--- src/rtl/uart_arb_pkg.sv ---
// Shared types and defaults for the UART TX/RX arbitration blocks.
package uart_arb_pkg;

  localparam int unsigned DefNumReq   = 4;
  localparam int unsigned DefMaxBurst = 4;

  typedef enum logic [1:0] {
    ARB_IDLE,
    ARB_LOAD,
    ARB_START,
    ARB_WAIT
  } arb_state_e;

endpackage

--- src/rtl/uart_rr_pick.sv ---
// Combinational rotate-priority picker: first set request above last_ptr_i, wrapping around.
module uart_rr_pick #(
  parameter int unsigned NumReq = 4,
  parameter int unsigned IdxW   = $clog2(NumReq)
) (
  input  logic [NumReq-1:0] req_i,
  input  logic [IdxW-1:0]   last_ptr_i,
  output logic [NumReq-1:0] pick_o,
  output logic [IdxW-1:0]   idx_o,
  output logic              any_o
);

  logic [IdxW-1:0] w_idx;

  // Scan from the farthest candidate down to the nearest so the nearest valid one wins.
  always_comb begin
    pick_o = '0;
    idx_o  = '0;
    any_o  = 1'b0;
    w_idx  = '0;
    for (int i = int'(NumReq); i >= 1; i--) begin
      w_idx = IdxW'((int'(last_ptr_i) + i) % int'(NumReq));
      if (req_i[w_idx]) begin
        pick_o        = '0;
        pick_o[w_idx] = 1'b1;
        idx_o         = w_idx;
        any_o         = 1'b1;
      end
    end
  end

endmodule

--- src/rtl/uart_tx_arbiter.sv ---
// Round-robin owner of the shared uart_tx: one byte per tx_en pulse, bursts up to MAX_BURST.
module uart_tx_arbiter
  import uart_arb_pkg::*;
#(
  parameter int unsigned NUM_REQ   = DefNumReq,
  parameter int unsigned MAX_BURST = DefMaxBurst
) (
  input  logic                 pclk_i,
  input  logic                 prst_ni,
  input  logic                 enable_i,
  input  logic [NUM_REQ-1:0]   req_valid_i,
  input  logic [NUM_REQ*8-1:0] req_data_i,
  input  logic [NUM_REQ-1:0]   req_last_i,
  output logic [NUM_REQ-1:0]   req_ready_o,
  output logic [NUM_REQ-1:0]   grant_o,
  output logic                 tx_en_o,
  output logic [7:0]           tx_data_o,
  input  logic                 tx_done_i,
  output logic                 busy_o,
  output logic [15:0]          byte_cnt_o
);

  localparam int unsigned IdxW   = $clog2(NUM_REQ);
  localparam int unsigned BurstW = $clog2(MAX_BURST + 1);
  localparam logic [BurstW-1:0] BurstMax = BurstW'(MAX_BURST);

  arb_state_e          r_state, w_state_next;
  logic [NUM_REQ-1:0]  r_grant;
  logic [IdxW-1:0]     r_gidx;
  logic [IdxW-1:0]     r_last_ptr;
  logic [BurstW-1:0]   r_burst_cnt;
  logic                r_last;
  logic [7:0]          r_tx_data;
  logic [15:0]         r_byte_cnt;
  logic [NUM_REQ-1:0]  r_ready;
  logic                r_tx_en;

  logic [NUM_REQ-1:0]  w_pick;
  logic [IdxW-1:0]     w_pick_idx;
  logic                w_pick_any;
  logic [7:0]          w_g_data;
  logic                w_g_last;
  logic                w_take;
  logic                w_release;
  logic [NUM_REQ-1:0]  w_ready_d;
  logic                w_tx_en_d;

  uart_rr_pick #(
    .NumReq (NUM_REQ),
    .IdxW   (IdxW)
  ) u_pick (
    .req_i      (req_valid_i),
    .last_ptr_i (r_last_ptr),
    .pick_o     (w_pick),
    .idx_o      (w_pick_idx),
    .any_o      (w_pick_any)
  );

  // Owner's lane, selected by the one-hot grant.
  always_comb begin
    w_g_data = '0;
    w_g_last = 1'b0;
    for (int unsigned r = 0; r < NUM_REQ; r++) begin
      if (r_grant[r]) begin
        w_g_data = req_data_i[8*r +: 8];
        w_g_last = req_last_i[r];
      end
    end
  end

  // Ready is registered ahead of LOAD, so a transfer needs both sides high in LOAD.
  assign w_take    = |(r_ready & req_valid_i & r_grant);
  assign w_release = r_last || (r_burst_cnt == BurstMax) || !enable_i;

  always_ff @(posedge pclk_i or negedge prst_ni) begin
    if (!prst_ni) begin
      r_state <= ARB_IDLE;
    end else begin
      r_state <= w_state_next;
    end
  end

  always_comb begin
    w_state_next = r_state;
    unique case (r_state)
      ARB_IDLE:  if (enable_i && w_pick_any) w_state_next = ARB_LOAD;
      ARB_LOAD:  w_state_next = w_take ? ARB_START : ARB_IDLE;
      ARB_START: w_state_next = ARB_WAIT;
      ARB_WAIT:  if (tx_done_i) w_state_next = w_release ? ARB_IDLE : ARB_LOAD;
      default:   w_state_next = ARB_IDLE;
    endcase
  end

  always_comb begin
    w_ready_d = '0;
    w_tx_en_d = 1'b0;
    unique case (r_state)
      ARB_IDLE:  if (w_state_next == ARB_LOAD) w_ready_d = w_pick;
      ARB_LOAD:  w_tx_en_d = w_take;
      ARB_WAIT:  if (w_state_next == ARB_LOAD) w_ready_d = r_grant & req_valid_i;
      default:   ;
    endcase
  end

  always_ff @(posedge pclk_i or negedge prst_ni) begin
    if (!prst_ni) begin
      r_grant     <= '0;
      r_gidx      <= '0;
      r_last_ptr  <= IdxW'(NUM_REQ - 1);
      r_burst_cnt <= '0;
      r_last      <= 1'b0;
      r_tx_data   <= '0;
      r_byte_cnt  <= '0;
      r_ready     <= '0;
      r_tx_en     <= 1'b0;
    end else begin
      r_ready <= w_ready_d;
      r_tx_en <= w_tx_en_d;
      unique case (r_state)
        ARB_IDLE: begin
          if (w_state_next == ARB_LOAD) begin
            r_grant     <= w_pick;
            r_gidx      <= w_pick_idx;
            r_burst_cnt <= '0;
          end
        end
        ARB_LOAD: begin
          if (w_take) begin
            r_tx_data   <= w_g_data;
            r_last      <= w_g_last;
            r_burst_cnt <= r_burst_cnt + 1'b1;
          end else begin
            r_last_ptr <= r_gidx;
            r_grant    <= '0;
          end
        end
        ARB_START: r_byte_cnt <= r_byte_cnt + 16'd1;
        ARB_WAIT: begin
          if (tx_done_i && w_release) begin
            r_last_ptr <= r_gidx;
            r_grant    <= '0;
          end
        end
        default: ;
      endcase
    end
  end

  assign req_ready_o = r_ready;
  assign grant_o     = r_grant;
  assign tx_en_o     = r_tx_en;
  assign tx_data_o   = r_tx_data;
  assign busy_o      = (r_state != ARB_IDLE);
  assign byte_cnt_o  = r_byte_cnt;

endmodule

--- config.mk ---
export PLATFORM = sky130hd
export DESIGN_NAME = uart_tx_arbiter
export DESIGN_NICKNAME = d
export VERILOG_FILES = /design/src/rtl/uart_arb_pkg.sv /design/src/rtl/uart_rr_pick.sv /design/src/rtl/uart_tx_arbiter.sv
export SDC_FILE = /design/constraint.sdc
export NUM_CORES = 1
export LEC_CHECK = 0
export CORE_AREA = 2 2 84 86
export CTS_BUF_LIST = sky130_fd_sc_hd__clkbuf_2
export DETAILED_ROUTE_END_ITERATION = 10
export DIE_AREA = 0 0 86 88
export GPL_TIMING_DRIVEN = 0
export PLACE_DENSITY_LB_ADDON = 0.15
export SLEW_MARGIN = 20
export SYNTH_ARGS = -nofsm -noshare
export SYNTH_HDL_FRONTEND = slang
export SYNTH_SLANG_ARGS = --single-unit
export TNS_END_PERCENT = 50
--- constraint.sdc ---
create_clock -name pclk_i -period 3.2 [get_ports pclk_i]
set_input_delay 0.64 -clock pclk_i [delete_from_list [all_inputs] [get_ports pclk_i]]
set_output_delay 0.64 -clock pclk_i [all_outputs]
set_load 0.02 [all_outputs]
==> qor.yml, run 1 <==
outcome:
  status: "complete, no violations"
synthesis:
  yosysSeqAreaShare_pct: 41.4
  syn_nets: 322
  synth-edff-count: 0
  netlist_area_mm2: 0.00261
  ys_warn_count: 0
  ys_types: 44
  synth_ff_type: "dfrtp_1"
  synthArstFlopShare_pct: 100
  synthTopCellsByArea: "dfrtp_1, ha_1, xnor2_1, a21oi_1, mux4_1"
  netlist.area_leader.share_pct: 39.4
  synth_top_area_cell: "dfrtp_1"
  ys_seq_elements: 43
  synthCells: 262
  synth.avg_cell_area_um2: 9.95
placed_design:
  hpwl_um: 5000
  postPlaceCellArea_mm2: 0.00348
  place.gp.congestion: 0.826
  portBuffers: 75
  post-place-cells: 418
clock_tree:
  clock_latency_ps: 420
  root_buffer: "clkbuf_2"
  cts_htree_levels: 2
  clk_pin_slew_worst_paths_ps: 250
  cts_max_path_buffers: 2
  cts-resized-gates: 0
  clock-sinks: 43
  cts_buffers: 5
  ctsHoldBuffers: 0
  post_cts_buffers: 0
  cts_tree: "built"
layout:
  fin_area_mm2: 0.00353
  drive_above_1_share_pct: 6.94
  post-route-util_pct: 53.1
  fin_nets: 405
  final_common_cell: "clkdlybuf4s50_1"
  final_cells: 426
  area_delta_synth_final_pct: 35.4
  layout_common_cells: "clkdlybuf4s50_1, dfrtp_1, a21oi_1, nand2_1, ha_1"
  n_fill_cell: 622
  antenna_cells: 0
pwr:
  p_seq_share_pct: 31.9
  pwr-share-clk_pct: 9.8
  power_switching_mw: 1.13
  swShare_pct: 43.6
  ir_drop_v: 0.000408
  pwr_density_cell_mw_per_mm2: 734
  internal_power_mw: 1.46
  power_leakage_nw: 1.46
  comb_power_share_pct: 58.4
critical_path:
  cp.arrival_ps: 2180
  cp-start-kind: "register"
  regToRegSetupSlack_ps: 420
  cp.required_ps: 2560
  crit_fanout: 10
  path_class: "register to primary output"
  cp-end-kind: "primary output"
timing:
  setup_tns_ps: 0
  worst_hold_slack_ps: 165
  slew_viol_final: 0
  fin_crit_sh_pct: 88.3
  fmax_mhz: 354
  worst_pin_slew_ps: 647
  finClkSkew_ps: 20.9
  relSlewSlack_pct: 55.6
  fin_crit_ps: 2820
  setup_viol: 0
  grt_setup_unrepaired: "no"
  final_hold_viol_count: 0
die:
  rows: 30
  io_pins: 78
  die-area_mm2: 0.00757
  start_util_pct: 39.2
  die_width_um: 86
  coreArea_mm2: 0.00664
  die_h_um: 88
grt:
  grt_busiest_layer: "met2"
  grt_pass1_vias: 2160
  grt_use_met3_pct: 3.58
  use_met1_pct: 23.0
  grt_max_degree: 25
  grtUsageTotal_pct: 17.7
  use_met2_pct: 30.3
  overflow: 0
  antenna_found_initial: 0
  grt_pass1_wl_um: 10600
min_path:
  hp-class: "input pin to asynchronous set/reset pin"
run:
  drv_cap: 0
routing:
  route.detailed.drc: 0
  drtPass1Iterations: 4
  antenna_left: 0
  avgViaCountPerCell: 5.44
  drt-initial-drc-count: 80
  vias: 2317
  drt-total-wl_um: 6390
  routedWlPerCell_um: 15.0
logic make-up (layout without fill, tap and decap cells):
family                     count (synthesis)  count (layout)  share of synthesized area (%)
and+or+nand+nor                           82              82                           16.4
AOI/OAI and AO/OA                         71              71                           18.8
DFF                                       43              43                           41.4
buffers and inverters                     24             108                           3.89
adders and majority gates                 16              16                           7.68
xor gates and xnor gates                  15              15                           5.04
muxes                                     11              11                           6.82
state kept, by name, summed over array words and instances (netlist names):
name / count
byte_cnt_o: 16
tx_data_o: 8
grant_o: 4
req_ready_o: 4
r_burst_cnt: 3
r_gidx: 2
r_last_ptr: 2
r_state: 2
r_last: 1
tx_en_o: 1
per-stage QoR:
step | setup WS (ps) | power, mW
2_1_floorplan | 673 | 1.85
3_3_place_gp | 339 | 2.33
3_5_place_dp | 441 | 2.36
4_1_cts | 341 | 2.62
5_1_grt | 161 | 2.83
6_report | 376 | 2.59
power groups by stage:
stage,Sequential (mW),Clock (mW),Combinational [mW]
2_1_floorplan,0.931,0,0.915
3_3_place_gp,0.835,0,1.50
3_5_place_dp,0.840,0,1.52
4_1_cts,0.827,0.268,1.53
5_1_grt,0.849,0.299,1.68
6_report,0.826,0.253,1.51
worst paths after layout:
path | start | end | cells after the start
worst max-delay path | r_state[0]$_DFF_PN0_ | busy_o | 5
worst min-delay path | prst_ni | grant_o[3]$_DFFE_PN0P_ | 1
worst max register to register | r_last_ptr[0]$_DFFE_PN1P_ | req_ready_o[3]$_DFF_PN0_ | 8
worst min register to register | byte_cnt_o[15]$_DFFE_PN0P_ | byte_cnt_o[15]$_DFFE_PN0P_ | 1
max in group asynchronous | prst_ni | r_last_ptr[1]$_DFFE_PN1P_ | 2
min in group pclk_i | byte_cnt_o[15]$_DFFE_PN0P_ | byte_cnt_o[15]$_DFFE_PN0P_ | 1
worst max-delay path: stages (launching register included):
cell and delay, ps:
dfrtp_1 500, inv_1 130, ha_1 170, clkbuf_1 340, inv_1 70, clkdlybuf4s50_1 560
Yosys cell counts, types with 4 or more instances:
library cell  instances
dfrtp_1              41
a21oi_1              22
nand2_1              19
ha_1                 16
nand3_1              13
xnor2_1              13
nor2_1               11
clkbuf_1             10
inv_1                10
nor2b_1              10
a221oi_1              8
nor3_1                8
o21ai_0               8
nand3b_1              6
o211ai_1              6
and3_1                5
mux2_2                5
o22ai_1               5
a221o_1               4
nand4_1               4
o2bb2ai_1             4
layer usage:
metal  wire (µm)  vias to the layer above
met5           0                        -
met3         370                        8
met1        2850                     1111
met2        3100                       65
met4          66                        0
li1            -                     1133
final cells by class:
| class | count | area, µm² | area share (%) |
|---|---|---|---|
| clock buffer | 5 | 25.0 | 0.709 |
| clock inverter | 3 | 23.8 | 0.674 |
| multi-input combinational | 195 | 1430 | 40.4 |
| sequential | 43 | 1080 | 30.6 |
| buffer | 14 | 63.8 | 1.81 |
| timing repair buffer | 76 | 773 | 21.9 |
| inverter | 10 | 37.5 | 1.06 |
| tap | 80 | 100 | 2.84 |
(Power assumes the default switching activity.)
==> run 2, diff against run 1 <==
--- a/config.mk
+++ b/config.mk
@@ -15,4 +15,4 @@
 export SYNTH_ARGS = -nofsm -noshare
 export SYNTH_HDL_FRONTEND = slang
 export SYNTH_SLANG_ARGS = --single-unit
-export TNS_END_PERCENT = 50
+export TNS_END_PERCENT = 20
==> results of run 2 <==
Final layout, timing and power as in run 1 (identical DEF).
==> run 3, diff against run 2 <==
==> constraint.sdc (replaced) <==
create_clock -name pclk_i -period 3.2 [get_ports pclk_i]
set_input_delay 0.64 -clock pclk_i [delete_from_list [all_inputs] [get_ports pclk_i]]
set_output_delay 0.64 -clock pclk_i [all_outputs]
set_load 0.1 [all_outputs]
==> run 3 against run 2 <==
Sequential power is essentially flat. Clock power is essentially flat. Die area unchanged. Worst hold slack stayed put. Highest routed layer unchanged.
==> qor.yml, run 3 (same netlist as run 1, synthesis figures left out) <==
layout:
  largest_reg_flops: 16  # unchanged
  regArea_mm2: 0.00108  # unchanged
  fin_area_mm2: 0.00352  # was 0.00353 mm²
  area_delta_synth_final_pct: 35.2  # was 35.4%
  drive_above_1_share_pct: 7.23  # was 6.94%
  layout_common_cells: "clkdlybuf4s50_1, dfrtp_1, a21oi_1, nand2_1, ha_1"  # unchanged
  n_fill_cell: 623  # was 622
  multi_input_area_mm2: 0.00143  # unchanged
  fin_nets: 405  # unchanged
  final_common_cell: "clkdlybuf4s50_1"  # unchanged
  antenna_cells: 0  # unchanged
die:
  die_h_um: 88  # unchanged
  coreArea_mm2: 0.00664  # unchanged
  start_util_pct: 39.2  # unchanged
  rows: 30  # unchanged
  io_pins: 78  # unchanged
  die-area_mm2: 0.00757  # unchanged
  die_width_um: 86  # unchanged
pwr:
  power_leakage_nw: 1.46  # about the same
  pwr_density_cell_mw_per_mm2: 909  # was 734 mW/mm²
  ir_drop_v: 0.000418  # was 0.000408 V
clock_tree:
  clock-sinks: 43  # unchanged
  post_cts_buffers: 0  # unchanged
  ctsHoldBuffers: 0  # unchanged
  root_buffer: "clkbuf_2"  # unchanged
  clk_pin_slew_worst_paths_ps: 250  # about the same
  cts_htree_levels: 2  # unchanged
  clock_latency_ps: 420  # about the same
  cts_buffers: 5  # unchanged
  cts_tree: "built"  # unchanged
  cts_max_path_buffers: 2  # unchanged
routing:
  avgViaCountPerCell: 5.44  # unchanged
  drt-initial-drc-count: 80  # unchanged
  wl_met2_um: 3100  # unchanged
  drt-total-wl_um: 6390  # about the same
  route.detailed.drc: 0  # unchanged
  vias: 2317  # unchanged
  routedWlPerCell_um: 15.0  # about the same
  met3_length_um: 370  # unchanged
  drtPass1Iterations: 4  # unchanged
  met1_length_um: 2850  # about the same
  antenna_left: 0  # unchanged
  dr.max_layer_used: "met4"  # unchanged
critical_path:
  path_class: "register to register"  # was register to primary output
  cp-end-kind: "register"  # was primary output
  r2r_start: "r_last_ptr[0]$_DFFE_PN1P_"  # unchanged
  cp-start-kind: "register"  # unchanged
  regToRegSetupSlack_ps: 420  # about the same
  ff2ff_path_depth: 8  # unchanged
  regToRegEndpoint: "req_ready_o[3]$_DFF_PN0_"  # unchanged
  cp.arrival_ps: 3120  # was 2180 ps
  crit_fanout: 10  # unchanged
  cp.required_ps: 3540  # was 2560 ps
min_path:
  hp-class: "input pin to asynchronous set/reset pin"  # unchanged
placed_design:
  place.gp.congestion: 0.826  # unchanged
  portBuffers: 75  # unchanged
  dp_slack_ps: 354  # was 441 ps
  hpwl_um: 5000  # unchanged
  postPlaceCellArea_mm2: 0.00348  # unchanged
grt:
  grt_max_degree: 25  # unchanged
  grt_pass1_vias: 2160  # unchanged
  overflow: 0  # unchanged
  grt_pass1_wl_um: 10600  # unchanged
  grtUsageTotal_pct: 17.7  # unchanged
  antenna_found_initial: 0  # unchanged
timing:
  relSlewSlack_pct: 32.3  # was 55.6%
  fin_crit_sh_pct: 87.0  # was 88.3%
  finClkSkew_ps: 20.9  # unchanged
  slew_viol_final: 0  # unchanged
  grt_setup_unrepaired: "no"  # unchanged
  setup_viol: 0  # unchanged
  worst_pin_slew_ps: 1010  # was 647 ps
  fmax_mhz: 359  # was 354 MHz
  final_hold_viol_count: 0  # unchanged
  setup_tns_ps: 0  # unchanged
  worst_hold_slack_ps: 165  # unchanged
  worst_slack_ps: 415  # was 376 ps
  fin_crit_ps: 2780  # was 2820 ps
run:
  drv_cap: 0  # unchanged
outcome:
  status: "complete, no violations"  # unchanged
[run 3: changes by cell type in the layout (fill, tap and decap cells not counted), sizes merged]
cell and delta:
clkdlybuf4s50 -1, clkbuf +1
[run 3: cell type report]
cell class                      instances  area share [%]
Multi-Input combinational cell        195            40.5
Buffer                                 14            1.81
Clock inverter                          3           0.675
Timing Repair Buffer                   76            21.8
Inverter                               10            1.07
Sequential cell                        43            30.6
Tap cell                               80            2.84
Clock buffer                            5           0.710
[run 3: worst max path at each step]
stage	start	end	slack [ps]	cells after the start
final	r_last_ptr[0]$_DFFE_PN1P_	req_ready_o[3]$_DFF_PN0_	420	8
after global routing	r_last_ptr[0]$_DFFE_PN1P_	req_ready_o[3]$_DFF_PN0_	310	8
after CTS	r_state[0]$_DFF_PN0_	busy_o	110	5
after detailed placement	r_state[0]$_DFF_PN0_	busy_o	350	5
after global placement	prst_ni	r_gidx[1]$_DFFE_PN0P_	340	1
after floorplan	r_last_ptr[0]$_DFFE_PN1P_	req_ready_o[1]$_DFF_PN0_	670	8
[run 3: worst max-delay path: stages, from the launching register on]
cell and delay (ps):
dfstp_2 650, buf_6 160, inv_1 120, ha_1 390, mux4_1 580, or2_4 260
a221o_1 260, o211ai_1 150, o22ai_1 110
[run 3: report_power, final]
| part | switching [mW] | internal (mW) |
|---|---|---|
| combinational | 1.43 | 0.693 |
| sequential | 0.125 | 0.701 |
| clock | 0.197 | 0.0559 |
| total | 1.75 | 1.45 |
[run 3: stage by stage]
stage               instances  power, mW  util (%)
floorplan                 262       2.46         -
global placement          417       2.95      52.0
detailed placement        418       2.99      52.4
CTS                       426       3.24      53.1
global route              426       3.45      53.0
finish                    426       3.20      53.0
[run 3: metal layers]
| metal | vias up | GRT usage, % |
|---|---|---|
| met5 | - | 0 |
| met4 | 0 | 4.33 |
| met3 | 8 | 3.58 |
| met2 | 65 | 30.3 |
| met1 | 1111 | 23.0 |
| li1 | 1133 | - |
[run 3: timing repair]
item | CTS | global route
setup endpoints to repair | 1 | 1
gates resized for setup | 1 | 2
hold endpoints to repair | 0 | 0
gates cloned | 0 | 0
